--- src/rtl/issue_ctrl_pkg.sv ---
// Shared types and helpers for the decode-stage hazard/issue controller.
package issue_ctrl_pkg;

  localparam int REG_W = 5;
  localparam int XLEN  = 64;

  // Which hazard is holding decode; kept for waveform debug.
  typedef enum logic [1:0] {
    HZ_NONE,
    HZ_LOADUSE,
    HZ_SCORE,
    HZ_FULL
  } hazard_t;

  // Pipeline stage supplying a forwarded operand.
  typedef enum logic [1:0] {
    FWD_NONE,
    FWD_EX,
    FWD_MEM,
    FWD_WB
  } fwd_src_t;

  // A stage can forward to a source when it is valid, writes, and targets it.
  function automatic logic stage_match(input logic             valid,
                                       input logic             wen,
                                       input logic [REG_W-1:0] dst,
                                       input logic [REG_W-1:0] rs);
    return valid & wen & (dst == rs);
  endfunction

endpackage

--- src/rtl/issue_ctrl_fwd_mux.sv ---
// Per-operand forwarding selector: picks the youngest producing stage
// (EX > MEM > WB) and flags an EX producer whose result is not ready yet.
import issue_ctrl_pkg::*;

module issue_ctrl_fwd_mux (
  input  logic             i_use,
  input  logic [REG_W-1:0] i_rs,
  input  logic             i_ex_valid,
  input  logic             i_ex_wen,
  input  logic [REG_W-1:0] i_ex_dst,
  input  logic             i_ex_long,
  input  logic [XLEN-1:0]  i_ex_res,
  input  logic             i_mem_valid,
  input  logic             i_mem_wen,
  input  logic [REG_W-1:0] i_mem_dst,
  input  logic [XLEN-1:0]  i_mem_res,
  input  logic             i_wb_valid,
  input  logic             i_wb_wen,
  input  logic [REG_W-1:0] i_wb_dst,
  input  logic [XLEN-1:0]  i_wb_res,
  output logic             o_fwd_valid,
  output logic [XLEN-1:0]  o_fwd_data,
  output fwd_src_t         o_fwd_src,
  output logic             o_ld_hit
);

  logic w_active;

  // x0 never forwards and unused sources never need a value.
  assign w_active = i_use & (i_rs != '0);

  // Priority select; an EX producer with a pending result shadows older stages.
  always_comb begin
    o_fwd_valid = 1'b0;
    o_fwd_data  = '0;
    o_fwd_src   = FWD_NONE;
    o_ld_hit    = 1'b0;
    if (w_active) begin
      if (stage_match(i_ex_valid, i_ex_wen, i_ex_dst, i_rs)) begin
        if (i_ex_long) begin
          o_ld_hit = 1'b1;
        end else begin
          o_fwd_valid = 1'b1;
          o_fwd_data  = i_ex_res;
          o_fwd_src   = FWD_EX;
        end
      end else if (stage_match(i_mem_valid, i_mem_wen, i_mem_dst, i_rs)) begin
        o_fwd_valid = 1'b1;
        o_fwd_data  = i_mem_res;
        o_fwd_src   = FWD_MEM;
      end else if (stage_match(i_wb_valid, i_wb_wen, i_wb_dst, i_rs)) begin
        o_fwd_valid = 1'b1;
        o_fwd_data  = i_wb_res;
        o_fwd_src   = FWD_WB;
      end
    end
  end

endmodule

--- src/rtl/issue_ctrl.sv ---
// Decode-stage hazard and issue controller: operand forwarding, long-op
// scoreboard, in-flight long-op limit, stall/bubble generation, stall counter.
import issue_ctrl_pkg::*;

module issue_ctrl #(
  parameter int NREG     = 32,
  parameter int MAX_LONG = 4,
  parameter int CNT_W    = 32
) (
  input  logic             clk,
  input  logic             reset_n,
  input  logic             d_valid,
  input  logic [4:0]       d_rs1,
  input  logic [4:0]       d_rs2,
  input  logic             d_use1,
  input  logic             d_use2,
  input  logic [4:0]       d_dst,
  input  logic             d_wen,
  input  logic             d_long,
  input  logic             ex_valid,
  input  logic             ex_wen,
  input  logic [4:0]       ex_dst,
  input  logic             ex_long,
  input  logic [63:0]      ex_res,
  input  logic             mem_valid,
  input  logic             mem_wen,
  input  logic [4:0]       mem_dst,
  input  logic [63:0]      mem_res,
  input  logic             wb_valid,
  input  logic             wb_wen,
  input  logic [4:0]       wb_dst,
  input  logic [63:0]      wb_res,
  input  logic             done_valid,
  input  logic [4:0]       done_dst,
  input  logic             redirect,
  input  logic             mem_wait,
  output logic             fwd_valid_a,
  output logic             fwd_valid_b,
  output logic [63:0]      fwd_data_a,
  output logic [63:0]      fwd_data_b,
  output logic             stall_f,
  output logic             stall_d,
  output logic             bubble_e,
  output logic             issue,
  output logic [NREG-1:0]  sb_busy,
  output logic [CNT_W-1:0] stall_cnt
);

  localparam int LC_W = $clog2(MAX_LONG + 1);

  logic [NREG-1:0]  r_sb;
  logic [LC_W-1:0]  r_long_cnt;
  logic [CNT_W-1:0] r_stall_cnt;

  logic             w_fv_a, w_fv_b;
  logic [XLEN-1:0]  w_fd_a, w_fd_b;
  fwd_src_t         w_src_a, w_src_b;
  logic             w_ld_a, w_ld_b;
  logic             w_sb_hit_a, w_sb_hit_b;
  logic             w_done_eff;
  logic             w_full;
  hazard_t          w_hazard;
  logic             w_hz;
  logic             w_stall;
  logic             w_bubble;
  logic             w_issue;
  logic             w_set;
  logic             w_inc, w_dec;
  logic [NREG-1:0]  w_sb_next;

  issue_ctrl_fwd_mux u_fwd_a (
    .i_use      (d_use1),
    .i_rs       (d_rs1),
    .i_ex_valid (ex_valid),
    .i_ex_wen   (ex_wen),
    .i_ex_dst   (ex_dst),
    .i_ex_long  (ex_long),
    .i_ex_res   (ex_res),
    .i_mem_valid(mem_valid),
    .i_mem_wen  (mem_wen),
    .i_mem_dst  (mem_dst),
    .i_mem_res  (mem_res),
    .i_wb_valid (wb_valid),
    .i_wb_wen   (wb_wen),
    .i_wb_dst   (wb_dst),
    .i_wb_res   (wb_res),
    .o_fwd_valid(w_fv_a),
    .o_fwd_data (w_fd_a),
    .o_fwd_src  (w_src_a),
    .o_ld_hit   (w_ld_a)
  );

  issue_ctrl_fwd_mux u_fwd_b (
    .i_use      (d_use2),
    .i_rs       (d_rs2),
    .i_ex_valid (ex_valid),
    .i_ex_wen   (ex_wen),
    .i_ex_dst   (ex_dst),
    .i_ex_long  (ex_long),
    .i_ex_res   (ex_res),
    .i_mem_valid(mem_valid),
    .i_mem_wen  (mem_wen),
    .i_mem_dst  (mem_dst),
    .i_mem_res  (mem_res),
    .i_wb_valid (wb_valid),
    .i_wb_wen   (wb_wen),
    .i_wb_dst   (wb_dst),
    .i_wb_res   (wb_res),
    .o_fwd_valid(w_fv_b),
    .o_fwd_data (w_fd_b),
    .o_fwd_src  (w_src_b),
    .o_ld_hit   (w_ld_b)
  );

  // A completion only counts when it frees a register that is actually pending.
  assign w_done_eff = done_valid & r_sb[done_dst];

  // Scoreboard hit, bypassed when the same register completes this cycle.
  assign w_sb_hit_a = d_use1 & (d_rs1 != '0) & r_sb[d_rs1]
                    & ~(done_valid & (done_dst == d_rs1));
  assign w_sb_hit_b = d_use2 & (d_rs2 != '0) & r_sb[d_rs2]
                    & ~(done_valid & (done_dst == d_rs2));

  assign w_full = d_long & (r_long_cnt == LC_W'(MAX_LONG)) & ~w_done_eff;

  // Classify the active hazard; anything other than HZ_NONE holds decode.
  always_comb begin
    w_hazard = HZ_NONE;
    if (w_ld_a | w_ld_b) begin
      w_hazard = HZ_LOADUSE;
    end else if (w_sb_hit_a | w_sb_hit_b) begin
      w_hazard = HZ_SCORE;
    end else if (w_full) begin
      w_hazard = HZ_FULL;
    end
  end

  // Redirect squashes decode, so it masks every hazard.
  assign w_hz     = d_valid & ~redirect & (w_hazard != HZ_NONE);
  assign w_stall  = reset_n & (w_hz | mem_wait);
  assign w_bubble = reset_n & ((w_hz & ~mem_wait) | redirect);
  assign w_issue  = reset_n & d_valid & ~(w_hz | mem_wait) & ~redirect;

  assign w_set = w_issue & d_long & d_wen & (d_dst != '0);
  assign w_inc = w_issue & d_long;
  assign w_dec = w_done_eff;

  // Next scoreboard: completion clears first, a new long issue then sets.
  always_comb begin
    w_sb_next = r_sb;
    if (done_valid) begin
      w_sb_next[done_dst] = 1'b0;
    end
    if (w_set) begin
      w_sb_next[d_dst] = 1'b1;
    end
    w_sb_next[0] = 1'b0;
  end

  // Scoreboard register.
  always_ff @(posedge clk) begin
    if (!reset_n) begin
      r_sb <= '0;
    end else begin
      r_sb <= w_sb_next;
    end
  end

  // In-flight long-op count, clamped to [0, MAX_LONG].
  always_ff @(posedge clk) begin
    if (!reset_n) begin
      r_long_cnt <= '0;
    end else begin
      case ({w_inc, w_dec})
        2'b10: if (r_long_cnt != LC_W'(MAX_LONG)) r_long_cnt <= r_long_cnt + LC_W'(1);
        2'b01: if (r_long_cnt != '0) r_long_cnt <= r_long_cnt - LC_W'(1);
        default: r_long_cnt <= r_long_cnt;
      endcase
    end
  end

  // Saturating count of cycles in which decode was held.
  always_ff @(posedge clk) begin
    if (!reset_n) begin
      r_stall_cnt <= '0;
    end else if (w_stall && (r_stall_cnt != '1)) begin
      r_stall_cnt <= r_stall_cnt + CNT_W'(1);
    end
  end

  assign fwd_valid_a = reset_n & w_fv_a & (w_src_a != FWD_NONE);
  assign fwd_valid_b = reset_n & w_fv_b & (w_src_b != FWD_NONE);
  assign fwd_data_a  = reset_n ? w_fd_a : '0;
  assign fwd_data_b  = reset_n ? w_fd_b : '0;
  assign stall_f     = w_stall;
  assign stall_d     = w_stall;
  assign bubble_e    = w_bubble;
  assign issue       = w_issue;
  assign sb_busy     = r_sb;
  assign stall_cnt   = r_stall_cnt;

endmodule

--- config.mk ---
export PLATFORM = sky130hd
export DESIGN_NAME = issue_ctrl
export DESIGN_NICKNAME = d
export VERILOG_FILES = /design/src/rtl/issue_ctrl_pkg.sv /design/src/rtl/issue_ctrl_fwd_mux.sv /design/src/rtl/issue_ctrl.sv
export SDC_FILE = /design/constraint.sdc
export NUM_CORES = 1
export LEC_CHECK = 0
export CORE_AREA = 2 2 171 173
export CTS_BUF_LIST = sky130_fd_sc_hd__clkbuf_4 sky130_fd_sc_hd__clkbuf_8 sky130_fd_sc_hd__clkbuf_16
export CTS_CLUSTER_DIAMETER = 150
export DETAILED_ROUTE_END_ITERATION = 8
export DIE_AREA = 0 0 173 175
export GPL_ROUTABILITY_DRIVEN = 0
export GPL_TIMING_DRIVEN = 0
export SYNTH_ARGS = -nofsm -noshare
export SYNTH_HDL_FRONTEND = slang
export SYNTH_SLANG_ARGS = --single-unit
--- constraint.sdc ---
create_clock -name clk -period 4.9 [get_ports clk]
set_clock_uncertainty 0.1 [all_clocks]
set_input_delay 0.98 -clock clk [delete_from_list [all_inputs] [get_ports clk]]
set_output_delay 0.98 -clock clk [all_outputs]
set_load 0.02 [all_outputs]
Word level (Yosys, flattened, before mapping)

Index checks and enable logic that the tools add are counted.

Word-level logic and storage cells: 140
Output and inout port bits: 198
Input bits: 244
Bits in registers: 67

Reductions and logical operators: 12
Bitwise gates (word level): 48
Equal/unequal tests: 15
Add/sub/neg operators: 3
Muxes and demuxes: 52
Order comparisons: 6

Operator list:

| kind                                                               | count |
|---|---|
| two-way mux 64 bit                                                 | 11 |
| two-way mux 32 bit                                                 | 2 |
| == test 5 bit                                                      | 8 |
| bitwise AND 1 bit                                                  | 35 |
| adder 32 x 1 -> 32 bit (second input constant)                     | 1 |
| bitwise AND 32 bit                                                 | 1 |
| != test 32 bit (second input constant)                             | 1 |
| inverter 32 bit                                                    | 1 |
| OR 32 bit                                                          | 1 |
| less-than comparator 5 x 6 -> 1 bit (second input constant)        | 4 |
| two-way mux 2 bit                                                  | 11 |
| two-way mux 1 bit                                                  | 20 |
| binary-select mux 1 bit (select 5 bit)                             | 3 |
| nonzero test 5 bit                                                 | 3 |
| demux 1 bit (select 5 bit)                                         | 2 |
| greater-or-equal comparator 5 x 1 -> 1 bit (second input constant) | 2 |
| nonzero test 2 bit                                                 | 4 |
| two-way mux 3 bit                                                  | 2 |
| inverter 1 bit                                                     | 6 |
| case mux 3 bit (2 select lines)                                    | 1 |
| != test 2 bit (second input constant)                              | 2 |
| OR 1 bit                                                           | 4 |
| adder 3 x 1 -> 3 bit (second input constant)                       | 1 |
| == test 3 bit (second input constant)                              | 1 |
| 7 further kinds                                                    | 9 |

Logic depth before layout (Yosys ltp)

Gate-level depths: netlist (run 1).

Depth after elaboration: 18
Depth in mapped cells: 17
Depth with buffers taken out: 15

Modules after synthesis

Synthesis (run 1) repeated with hierarchy kept, for this count alone.

Cells, all modules: 1491
Area total of the unflattened synthesis: 10522.6 um2

By module, submodules not included:

| module             | cells each | area each (um2) | seq. area each (um2) | instances |
|---|---|---|---|---|
| issue_ctrl_fwd_mux | 438        | 2777.7          | 0.0                  | 2 |
| issue_ctrl         | 615        | 4967.3          | 1321.3               | 1 |

Worst setup path after synthesis (run 1)

No wires, ideal clock.

Path type: input -> output
Start point: input d_rs2[1]
End point: output fwd_data_b[10]
Slack: 0.519 ns
Arrival: 3.301 ns
Stages: 9
Cells stage by stage: clkbuf_1 > buf_2 > xnor2_1 > nand4_1 > or3_1 > nor2_1 > clkbuf_1 > a221oi_1 > nor3_1

Cells in the longest elaborated chain, start to end: 7

RTL lines:

| what                   | RTL line                 | text |
|---|---|---|
| start, declared        | issue_ctrl.sv:14         | `input logic [4:0] d_rs2,` |
| == test 5 bit          | issue_ctrl_pkg.sv:28     | `return valid & wen & (dst == rs);` |
| bitwise AND 1 bit      | issue_ctrl_pkg.sv:28     |  |
| two-way mux 64 bit     | issue_ctrl_fwd_mux.sv:51 | `end else if (stage_match(i_wb_valid, i_wb_wen, i_wb_dst, i_rs)) begin` |
| two-way mux 64 bit     | issue_ctrl_fwd_mux.sv:47 | `end else if (stage_match(i_mem_valid, i_mem_wen, i_mem_dst, i_rs)) begin` |
| two-way mux 64 bit     | issue_ctrl_fwd_mux.sv:39 | `if (stage_match(i_ex_valid, i_ex_wen, i_ex_dst, i_rs)) begin` |
| two-way mux 64 bit (*) | issue_ctrl_fwd_mux.sv:38 | `if (w_active) begin` |
| two-way mux 64 bit (*) | issue_ctrl.sv:194        | `assign fwd_data_b = reset_n ? w_fd_b : '0;` |
| end, declared          | issue_ctrl.sv:40         | `output logic [63:0] fwd_data_b,` |

Every way passes the cells marked *; elsewhere a longest branch is shown, timed or not.

Worst setup path after layout (run 1)

Start point: input wb_dst[1]
End point: output fwd_data_b[2]

Cells in the longest elaborated chain, start to end: 7

RTL lines:

| what               | RTL line                 | text |
|---|---|---|
| start, declared    | issue_ctrl.sv:31         | `input logic [4:0] wb_dst,` |
| == test 5 bit      | issue_ctrl_pkg.sv:28     |  |
| bitwise AND 1 bit  | issue_ctrl_pkg.sv:28     |  |
| two-way mux 64 bit | issue_ctrl_fwd_mux.sv:51 |  |
| two-way mux 64 bit | issue_ctrl_fwd_mux.sv:47 |  |
| two-way mux 64 bit | issue_ctrl_fwd_mux.sv:39 |  |
| two-way mux 64 bit | issue_ctrl_fwd_mux.sv:38 |  |
| two-way mux 64 bit | issue_ctrl.sv:194        |  |

Every way passes these cells.

==> reports/results.ini, run 1 <==
[min_path]
hold_start=stall_cnt[5]
hold_path.class=reg -> reg

[routing]
drt_iter0_markers=746
drt.antenna.violating_nets=0
avgRoutedWirePerCell_um=22.53
drt_pass1_iterations=5
drt-total-wl_um=43650
viasPerCell=5.632
num_vias=10909
drc=0

[timing]
worst_pin_slew_ns=0.6847
max_freq_ghz=0.2087
tns_ns=0
slew_viol_final=0
finalSetupViolations=0
hold_viol_final=0
slew_headroom_pct=54.35
period_needed_ns=4.792
fin_crit_sh_pct=97.79

[placement]
port-buffer-count=424
hpwl_um=34680

[critical_path]
cp_max_fo=4
worstSetupPathType=in -> out
crit_top_cell=clkdlybuf4s50_1
required_ns=3.82
cp-start-kind=input pin
cp-end-kind=output pin
cp_data_arrival_time_ns=3.71
rrSetupSlack_ns=1.29
cp-startpoint=wb_dst[1]
slowest_delay_ns=0.70
r2r_start=sb_busy[10]
crit_path_cell_trace=clkdlybuf4s50_1 -> xnor2_1 -> nand4_1 -> or3_1 -> nor2_4 -> buf_12 -> buf_4 -> a221oi_1 -> nor3_1 -> clkdlybuf4s50_1
cp_slowest_cell=clkdlybuf4s50_1

[logic_synthesis]
synth_top_area_cell=dfxtp_1
syn_inst=1099
syn_nets=1348
synth-edff-count=0
synth.distinct_cells=64
ys_warn_count=0
yosysTopAreaCellShare_pct=16.84
synthArstFlopShare_pct=0
yosys-top-cells-area=dfxtp_1, nor2_1, a221oi_1
synth_area_per_cell_um2=7.139
yosysSeqAreaShare_pct=16.84
syn_area_um2=7846
synth_seq_cells=66
synthFlopType=dfxtp_1

[floorplan]
start_util_pct=27.64
die_area_um2=30280
core_area_um2=28390
ios=442
die_width_um=173
die_y_um=175
row_count=62

[layout]
multi_input_area_um2=6097
final_core_util_pct=46.47
register_area_um2=1321
drive_gt1_share_pct=10.37
num-fill-cells=2958
areaGrowthSynthToFinish_pct=68.14
layout_common_cells=clkdlybuf4s50_1, nor2_1, nor2b_1
nets=1788
final_common_cell=clkdlybuf4s50_1

[grt]
grt_pass1_vias=10736
grt_pass1_wl_um=65770
antenna_found_initial=14
grt-ovfl-total=0
grt_max_degree=11
grt_usage_pct=27.55

[flow_run]
cap_violations=0

[clock_network]
root_buffer=clkbuf_16
cts_tree=built
hold_buffers=0
cts_sinks=66
clockBufferDepth=2
clkTransAtPathRegs_ns=0.05
numCtsBuffers=9
worstSkewPairLatency_ns=0.33
cts.htree.levels=3

[run_status]
status=finished clean

[power_and_ir_drop]
p_leak_nw=5.248
p_per_area_nw_per_um2=130.7
worst_ir_drop_vdd_v=0.0002555

stage by stage:
stage	hold slack, ns	power (W)	cells	worst slack, ns	cell area (um2)
after floorplan	0.3735	0.0007758	1099	0.5191	7846
final	0.4041	0.001724	1937	0.1085	13190
after global placement	0.3840	0.001072	1907	-1.416	12570
after CTS	0.4069	0.001722	1926	0.002551	13020
after detailed placement	0.3954	0.001075	1907	-1.445	12570
after global routing	0.4353	0.001786	1934	-0.004072	13190
where the power goes:
group | internal (W) | switching, W
Combinational | 0.000274 | 0.000262
Clock | 0.000414 | 0.000231
Sequential | 0.000540 | 0.00000299
Total | 0.00123 | 0.000496
synthesized netlist by cell type, types with 4 or more instances:
cell type  count
or3b_2         4
mux2_2         9
or2_2          5
a211oi_1      64
dfxtp_1       66
buf_1          8
a221oi_1      64
xnor2_1       29
nor4_1         4
nor2b_1       75
o211ai_1      34
o31ai_1        7
nand3_1       29
xor2_1        21
or3_1         16
o21ai_0       31
nand2_1       46
buf_2         14
mux4_2        13
nor3_1        71
clkbuf_1      93
o21ai_1       17
nand4_2        4
or4_1          6
and3_1         9
and2_1         5
nand4_1       18
nand2b_1       6
ha_1           5
mux2i_1       21
a22oi_1       64
inv_1         10
nor2_1       155
nand3b_1      10
a21oi_1       24
what timing repair did:
item                       CTS  global route
gates resized for setup    172            62
setup buffers                4             1
pin swaps                    4             3
setup endpoints to repair  134            66
gates cloned                 0             0
routing by layer:
layer  track usage [%]  vias up  wire length, um
met5                 0        -               36
met4             10.06        6             1566
met3             5.853       94             3147
met2             47.57      516            21180
met1             33.71     5225            17710
li1                  -     5068                -
final cells by class:
class	instances	share of cell area [%]
Inverter	11	0.3130
Multi-Input combinational cell	902	46.22
Buffer	120	4.619
Antenna cell	10	0.1897
Clock inverter	3	0.3035
Clock buffer	12	1.925
Tap cell	384	3.642
Timing Repair Buffer	429	32.78
Sequential cell	66	10.02
critical path, delay by kind of cell:
kind | cells | cell delay (ns)
AOI/OAI and AO/OA | 1 | 0.06
xor gates and xnor gates | 1 | 0.13
buffers and inverters | 4 | 1.44
and+or+nand+nor | 4 | 1.11
flip-flops by register name, summed over array words and instances, names as in the netlist:
name,count
stall_cnt,32
sb_busy,31
r_long_cnt,3
final timing paths:
check                        to  cells past startpoint
setup / recovery  fwd_data_b[2]                     10
hold / removal     stall_cnt[5]                      2
setup reg to reg  r_long_cnt[2]                     15
hold reg to reg    stall_cnt[5]                      2
cell families (layout without fill, tap and decap cells):
| group | count (synthesis) | after routing | synth area share [%] |
|---|---|---|---|
| AO/OA/AOI/OAI | 327 | 327 | 31.02 |
| XOR/XNOR | 50 | 50 | 5.581 |
| adder cells (fa/ha/maj) | 5 | 5 | 0.7973 |
| buffers and inverters | 131 | 575 | 6.873 |
| flip-flops | 66 | 66 | 16.84 |
| multiplexers | 43 | 43 | 7.702 |
| other | 1 | 11 | 0.04779 |
| AND/OR/NAND/NOR | 476 | 476 | 31.14 |
Note: power is estimated with default switching activity, not from simulation.
==> run 2: changes to the inputs <==
==> constraint.sdc (replaced) <==
create_clock -name clk -period 5 [get_ports clk]
set_clock_uncertainty 0.1 [all_clocks]
set_input_delay 1 -clock clk [delete_from_list [all_inputs] [get_ports clk]]
set_output_delay 1 -clock clk [all_outputs]
set_load 0.02 [all_outputs]
==> run 2 against run 1 <==
Effect of this change: sequential cell count unchanged; final area fell by 0.60%; combinational power down 2%; core utilization fell by 0.28 points; via count shrank 0.51%; worst setup slack worse by 0.017 ns; critical path depth unchanged; clock power decreased by 2%; first-iteration DRC count is 7.6% higher; critical endpoint is now fwd_data_b[58]; die area unchanged.
==> reports/results.ini, run 2 (synthesis results as in run 1) <==
[run_status]
status=finished clean

[grt]
antenna_found_initial=15
grt_usage_pct=27.53
grt_pass1_wl_um=65690
grt_max_degree=11
grt_pass1_vias=10753
grt-ovfl-total=0

[clock_network]
cts.htree.levels=3
worstSkewPairLatency_ns=0.33
clockBufferDepth=2
hold_buffers=0
numCtsBuffers=9
clkTransAtPathRegs_ns=0.05
cts_sinks=66
cts_tree=built
root_buffer=clkbuf_16

[floorplan]
die_width_um=173
core_area_um2=28390
row_count=62
ios=442
start_util_pct=27.64
die_area_um2=30280
die_y_um=175

[routing]
viasPerCell=5.597
num_vias=10853
drt.antenna.violating_nets=0
avgRoutedWirePerCell_um=22.49
drc=0
drt_pass1_iterations=5
drt-total-wl_um=43610
drt_iter0_markers=803

[layout]
areaGrowthSynthToFinish_pct=67.13
final_core_util_pct=46.19
nets=1788
final_common_cell=clkdlybuf4s50_1
layout_common_cells=clkdlybuf4s50_1, nor2_1, nor2b_1
drive_gt1_share_pct=9.916
largest_reg_flops=32

[timing]
hold_viol_final=0
fin_crit_sh_pct=98.17
rsz0062_at_grt=false
holdWs_ns=0.4021
slew_headroom_pct=53.91
finalSetupViolations=0
period_needed_ns=4.908
max_freq_ghz=0.2037
slew_viol_final=0
worst_pin_slew_ns=0.6913

[critical_path]
slowest_delay_ns=0.66
reg2reg_depth=15
worstSetupPathType=in -> out
cp-start-kind=input pin
cp_slowest_cell=clkdlybuf4s50_1
cp_data_arrival_time_ns=3.81
crit_path_cell_trace=clkdlybuf4s50_1 -> xnor2_1 -> nand4_1 -> or3_1 -> nor2_4 -> buf_4 -> clkbuf_2 -> a221oi_1 -> nor3_1 -> clkdlybuf4s50_1
cp-end-kind=output pin
required_ns=3.90
cp_max_fo=10
crit_top_cell=clkdlybuf4s50_1

[power_and_ir_drop]
p_per_area_nw_per_um2=128.9
p_leak_nw=4.762
worst_ir_drop_vdd_v=0.0002521

[placement]
port-buffer-count=424
hpwl_um=34680

[min_path]
hold_path.class=reg -> reg
whs_path_depth=2

[flow_run]
cap_violations=0

[run 2: cell types whose count changed in the layout (fill, tap and decap cells not counted), sizes merged]
cell	change
dlygate4sd2	+3
clkdlybuf4s15	-2
clkbuf	-2
clkdlybuf4s50	+26
buf	+1
diode	+2
dlymetal6s2s	-26
[run 2: power breakdown]
part | leakage [nW] | switching, W | internal, W | total (W)
registers | 0.532 | 0.00000292 | 0.000529 | 0.000532
clock network | 0.149 | 0.000229 | 0.000406 | 0.000635
logic | 4.08 | 0.000256 | 0.000268 | 0.000524
total | 4.76 | 0.000488 | 0.00120 | 0.00169
[run 2: layout make-up]
class | count | area [um2]
Timing Repair Buffer | 429 | 4255
Clock inverter | 3 | 40.04
Inverter | 11 | 41.29
Fill cell | 2962 | 15280
Sequential cell | 66 | 1321
Clock buffer | 12 | 254.0
Tap cell | 384 | 480.5
Buffer | 120 | 604.3
Multi-Input combinational cell | 902 | 6087
Antenna cell | 12 | 30.03
[run 2: through the flow]
step	setup TNS, ns	cell area [um2]	std cells	power, W	setup slack, ns
floorplan	0	7846	1099	0.0007603	0.5791
global placement	-109.46	12570	1907	0.001051	-1.356
detailed placement	-117.52	12570	1907	0.001053	-1.385
CTS	0	12990	1926	0.001686	0.002417
global route	0	13100	1935	0.001750	0.00007638
finish	0	13110	1939	0.001691	0.09170
[run 2: layer usage]
layer | wire length [um] | global-route usage, % | vias up
met5 | 36 | 0 | -
met4 | 1497 | 9.781 | 6
met3 | 3378 | 5.614 | 85
met2 | 21220 | 47.75 | 527
met1 | 17480 | 33.74 | 5182
li1 | - | - | 5053
[run 2: critical path: cells and delay by family]
family	cells	cell delay (ns)
buffers and inverters	4	1.60
and+or+nand+nor	4	0.95
AOI/OAI and AO/OA	1	0.13
xor gates and xnor gates	1	0.13
[run 2: worst paths after layout]
| kind | from | endpoint | slack (ns) |
|---|---|---|---|
| max | wb_dst[3] | fwd_data_b[58] | 0.09 |
| min | stall_cnt[5] | stall_cnt[5] | 0.40 |
| max reg2reg | sb_busy[15] | r_long_cnt[2] | 1.38 |
| min reg2reg | stall_cnt[5] | stall_cnt[5] | 0.40 |
[run 2: what timing repair did]
action,in CTS,in global routing
resized for setup,157,40
hold endpoints to repair,0,0
setup endpoints to repair,133,122
pin swaps,2,2
buffers inserted,4,1
==> patch 1: new RTL, settings of run 2 <==
The parameter `NREG` goes from 32 to 48.
--- a/src/rtl/issue_ctrl.sv
+++ b/src/rtl/issue_ctrl.sv
@@ -3,7 +3,7 @@
 import issue_ctrl_pkg::*;
 
 module issue_ctrl #(
-  parameter int NREG     = 32,
+  parameter int NREG     = 48,
   parameter int MAX_LONG = 4,
   parameter int CNT_W    = 32
 ) (
Ports: changed (resized sb_busy); port bits go from 442 to 458. No check against the original RTL was run, so the function may have changed too.
==> patch 1 against run 2 <==
Synthesized cell count is 1.2% lower. Wire length is 1.3% higher. First-iteration DRC count is 22% higher. Utilization is 0.24 points higher. Register-to-register slack worse by 0.25 ns. Area after synthesis is 0.38% lower. Cell area is 0.52% higher. Non-clock buffer count is 19 higher. Total power is 2.2% higher. Worst setup slack worse by 0.0030 ns. Sequential cell count stayed put. Critical path type unchanged. Critical endpoint is now fwd_data_b[30].
==> patch 1: results (changes against run 2) <==
stage	metric	value	unit	change
placement	PortBufs	426		was 424
finish	final core utilization	46.4	%	was 46.2%
drt	drt initial violations	976		was 803
synthesis	main area contributors after synthesis	dfxtp_1 (17%), a221oi_1 (14%), nor3_1 (8.4%), nor2_1 (6.3%), mux2i_1 (5.5%)		was dfxtp_1 (17%), nor2_1 (7.4%), a221oi_1 (7.1%), a211oi_1 (6.1%), a22oi_1 (6.1%)
sta	final hold slack	0.386	ns	was 0.402 ns
worst_setup_path	R2R Setup Slk	1.13	ns	was 1.38 ns
synthesis	Post-synth top cells	nor2_1 (131), nor3_1 (131), a221oi_1 (121)		was nor2_1 (155), clkbuf_1 (93), nor2b_1 (75)
power_and_ir_drop	peak supply drop	0.000250	V	was 0.000252 V
hold_path	min-delay src	stall_cnt[23]		was stall_cnt[5]
synthesis	sequential area share after synthesis	16.9	%	was 16.8%
placement	Post-Place Cells	1912		was 1907
synthesis	yosys warns	0		unchanged
drt	vias	11000		was 10900
worst_setup_path	Worst Setup SP	ex_dst[2]		was wb_dst[3]
power_and_ir_drop	static leakage	5.03	nW	was 4.76 nW
drt	via/cell ratio	5.65		was 5.60
finish	final net count	1793		was 1788
drt	WL/cell	22.7	um	was 22.5 um
global_route	largest net degree at the start of global routing	12		was 11
finish	share of cells above drive strength 1	9.30	%	was 9.92%
placement	dpl ws	-1.62	ns	was -1.39 ns
hold_path	WHS Endpoint	stall_cnt[23]		was stall_cnt[5]
placement	DP HPWL	35.0	mm	was 34.7 mm
worst_setup_path	FF-to-FF Start	sb_busy[17]		was sb_busy[15]
finish	Fill cells	2903		was 2962
synthesis	Post-Synthesis Cells	1086		was 1099
sta	max_slew headroom	53.2	%	was 53.9%
global_route	initial antenna violation count	18		was 15
drt	Detailed Routing Iterations Pass 1	5		unchanged
status	status	completed		unchanged
placement	DP Area	0.0126	mm2	about the same
global_route	first-pass GRT wire length	66.2	mm	was 65.7 mm
==> patch 1: layout make-up <==
| class | count | share of cell area [%] |
|---|---|---|
| Tap cell | 384 | 3.64 |
| Timing Repair Buffer | 436 | 32.7 |
| Multi-Input combinational cell | 888 | 45.3 |
| Antenna cell | 15 | 0.285 |
| Sequential cell | 66 | 10.0 |
| Clock inverter | 2 | 0.266 |
| Inverter | 11 | 0.313 |
| Buffer | 132 | 5.38 |
| Clock buffer | 13 | 2.08 |
==> patch 1: logic make-up (layout without fill, tap and decap cells) <==
| group | after synthesis | count (layout) | synth area share [%] |
|---|---|---|---|
| AOI/OAI and AO/OA | 259 | 259 | 25.9 |
| xor gates and xnor gates | 50 | 50 | 5.60 |
| adders and majority gates | 5 | 5 | 0.800 |
| buffers and inverters | 148 | 594 | 8.74 |
| DFF | 66 | 66 | 16.9 |
| muxes | 61 | 61 | 10.4 |
| other | 1 | 32 | 0.0480 |
| and+or+nand+nor | 496 | 496 | 31.7 |
==> patch 1: how the worst max path moves through the flow <==
stage                     slack [ns]              to
after CTS                      -0.02  fwd_data_a[50]
final                           0.09  fwd_data_b[30]
after global routing           0.002  fwd_data_a[44]
after floorplan                 0.32  fwd_data_b[52]
after global placement         -1.63  fwd_data_a[50]
after detailed placement       -1.62  fwd_data_a[50]
==> patch 1: worst reg2reg max path, stage by stage (launching register included) <==
cell,delay (ns)
dfxtp_1,0.36
mux4_1,0.52
mux2_2,0.27
or3_1,0.31
and4_4,0.20
nor3_2,0.25
and4_1,0.27
nand2_2,0.14
buf_6,0.18
ha_1,0.22
xor2_1,0.16
ha_1,0.19
a21oi_1,0.16
xnor2_1,0.14
nand2_1,0.08
xor2_1,0.14
nor2_1,0.05
==> patch 1: timing repair <==
action,CTS,global route
gates resized for setup,133,40
gates cloned,0,0
setup endpoints to repair,135,104
setup buffers,9,1
pin swaps,6,3
endpoints found under the hold margin,0,0
==> patch 1: power breakdown <==
| part | leakage, nW | switching [W] | total (W) | internal [W] |
|---|---|---|---|---|
| sequential | 0.532 | 0.00000418 | 0.000534 | 0.000529 |
| combinational | 4.34 | 0.000270 | 0.000546 | 0.000276 |
| clock | 0.155 | 0.000221 | 0.000649 | 0.000429 |
| total | 5.03 | 0.000495 | 0.00173 | 0.00123 |
==> patch 1: layer usage <==
metal / wire length (um) / GRT usage, % / vias up / part of all wire [%]
li1: - / - / 5013 / -
met5: 36 / 0 / - / 0.081
met1: 17400 / 33.8 / 5251 / 39
met3: 3910 / 6.79 / 104 / 8.8
met4: 1670 / 11.8 / 6 / 3.8
met2: 21100 / 47.1 / 629 / 48
==> patch 2: new RTL, settings of run 2 <==
Without the edit above. Put one more register stage on the output `stall_cnt`. The value now appears one clock later. The other outputs are not delayed to match.
--- a/src/rtl/issue_ctrl.sv
+++ b/src/rtl/issue_ctrl.sv
@@ -197,7 +197,9 @@
   assign bubble_e    = w_bubble;
   assign issue       = w_issue;
   assign sb_busy     = r_sb;
-  assign stall_cnt   = r_stall_cnt;
+  always_ff @(posedge clk) begin
+    stall_cnt <= r_stall_cnt;
+  end
 
 endmodule
 
Behaviour: not the same (a bounded check fails within 4 cycles, from zero or initial values and one cycle with reset_n low).
==> patch 2 against run 2 <==
Cell area is 6.4% higher. Total power increased by 21%. Sequential cell count rose by 32. Worst setup slack better by 0.020 ns. Count of clock-buffer cells in the layout is 2 lower. Sequential share of layout area up 4.0 points. Largest cell class unchanged. Non-clock buffer count is 6 higher. Clock power up 9.4%. Critical path depth fell by 1. Global-route usage rose by 2.6 points. Area after synthesis rose by 9.2%. Largest power group is now sequential cells. Register-to-register slack worse by 0.14 ns. Wire length rose by 11%. Critical endpoint is now fwd_data_a[24].
==> patch 2: results (changes against run 2) <==
stage	metric	value	unit	change
status	status	completed		unchanged
clock_tree	clock slew at reported path FFs	0.07	ns	was 0.05 ns
placement	DP Area	0.0134	mm2	was 0.0126 mm2
synthesis	Post-synth top cells	nor2_1 (157), a211oi_1 (128), a22oi_1 (128)		was nor2_1 (155), clkbuf_1 (93), nor2b_1 (75)
global_route	first-pass GRT wire length	69.8	mm	was 65.7 mm
synthesis	Post-Syn Nets	1379		was 1348
synthesis	Primary FF master, synth	dfxtp_1		unchanged
synthesis	post-synthesis compound-gate area fraction	31.1	%	was 31.0%
finish	share of cells above drive strength 1	8.58	%	was 9.92%
global_route	Total GRT Usage	30.1	%	was 27.5%
drt	WL/cell	24.4	um	was 22.5 um
synthesis	Post-Synth XOR/XNOR Area	4.50	%	was 5.58%
synthesis	Netlist cell types	57		was 64
power_and_ir_drop	static leakage	5.67	nW	was 4.76 nW
synthesis	Post-Synth Adder-Cell Area	0.730	%	was 0.797%
worst_setup_path	worst-path fanout max	10		unchanged
power_and_ir_drop	NetSw	0.000615	W	was 0.000488 W
synthesis	yosys warns	0		unchanged
global_route	initial antenna violation count	21		was 15
placement	DP HPWL	38.6	mm	was 34.7 mm
worst_setup_path	Worst EP arrival	3.79	ns	was 3.81 ns
clock_tree	clock latency on the worst-skew pair	0.35	ns	was 0.33 ns
placement	dpl ws	-1.45	ns	was -1.39 ns
finish	Fill cells	2872		was 2962
placement	PortBufs	432		was 424
drt	Detailed Routing Iterations Pass 1	7		was 5
global_route	largest net degree at the start of global routing	19		was 11
drt	via/cell ratio	5.68		was 5.60
drt	drt initial violations	1278		was 803
synthesis	sequential area share after synthesis	22.9	%	was 16.8%
global_route	vias in the first global route	10400		was 10800
synthesis	main area contributors after synthesis	dfxtp_1 (23%), a211oi_1 (11%), a22oi_1 (11%), nor2_1 (6.9%), mux2i_1 (5.8%)		was dfxtp_1 (17%), nor2_1 (7.4%), a221oi_1 (7.1%), a211oi_1 (6.1%), a22oi_1 (6.1%)
synthesis	multiplexer share of the synthesized area	9.52	%	was 7.70%
power_and_ir_drop	peak supply drop	0.000155	V	was 0.000252 V
finish	final net count	1829		was 1788
sta	max_slew headroom	39.0	%	was 53.9%
-- patch 2: cell types whose count changed after synthesis, moves of 12 or more --
cell | before | now
a22oi_1 | 64 | 128
a211oi_1 | 64 | 128
inv_1 | 10 | 22
a21oi_1 | 24 | 10
nand2_1 | 46 | 68
nor3_1 | 71 | 12
o31ai_1 | 7 | 26
dfxtp_1 | 66 | 98
mux2i_1 | 21 | 50
a221oi_1 | 64 | 0
o21ai_1 | 17 | 0
o21ai_0 | 31 | 13
or3_1 | 16 | 4
-- patch 2: repair_timing --
item                                    in CTS  in global routing
endpoints found under the setup margin     134                 83
buffers inserted                             6                  2
pin swaps                                    6                  6
gates resized for setup                    177                 59
-- patch 2: cell families after synthesis --
group,count (synthesis)
AO/OA/AOI/OAI,359
AND/OR/NAND/NOR,418
other,1
flip-flops,98
XOR/XNOR,44
adder cells (fa/ha/maj),5
buffers and inverters,138
multiplexers,67
-- patch 2: through the flow --
step	TNS [ns]	util [%]	hold slack, ns	cells
final	0	49.1	0.272	1984
after global routing	-0.000413	49.1	0.276	1982
after CTS	0	48.6	0.272	1968
after detailed placement	-132.76	47.1	0.263	1946
after global placement	-130.96	47.1	0.261	1946
after floorplan	0	-	0.251	1130
-- patch 2: layer usage --
metal / vias to the layer above / track usage (%) / part of all wire [%]
met1: 5383 / 39.5 / 42
li1: 5153 / - / -
met2: 633 / 46.8 / 46
met5: - / 0 / 0.19
met3: 91 / 8.64 / 9.5
met4: 12 / 11.3 / 2.8
-- patch 2: worst paths after layout --
kind,startpoint,end,slack [ns],cells past startpoint
worst min register to register,r_stall_cnt[27],stall_cnt[27],0.27,0
worst max-delay path,d_rs1[0],fwd_data_a[24],0.11,9
worst min-delay path,r_stall_cnt[27],stall_cnt[27],0.27,0
worst max register to register,sb_busy[9],r_long_cnt[2],1.24,17
-- patch 2: final cells by class --
type                    instances  share of cell area [%]
diodes                         15                   0.269
plain buffers                 115                    4.28
clock buffers                  10                    1.71
clock inverters                 6                   0.404
inverters                      22                   0.592
multi-input cells             894                    44.1
flip-flops and latches         98                    14.1
well taps                     384                    3.44
repair buffers                440                    31.2
-- patch 2: critical path, cell delays in order --
cell and delay, ns:
clkdlybuf4s50_1 0.48, buf_4 0.23, or2_1 0.28, o41a_1 0.40, nand2_1 0.14, clkbuf_2 0.30, clkbuf_1 0.47, a211oi_1 0.12
dlygate4sd2_1 0.36
-- patch 2: power by group through the flow --
stage / clock network, W / logic (W) / registers (W)
4_1_cts: 0.000701 / 0.000540 / 0.000792
5_1_grt: 0.000739 / 0.000582 / 0.000793
3_5_place_dp: 0 / 0.000532 / 0.000810
6_report: 0.000695 / 0.000551 / 0.000793
2_1_floorplan: 0 / 0.000217 / 0.000812
3_3_place_gp: 0 / 0.000530 / 0.000810
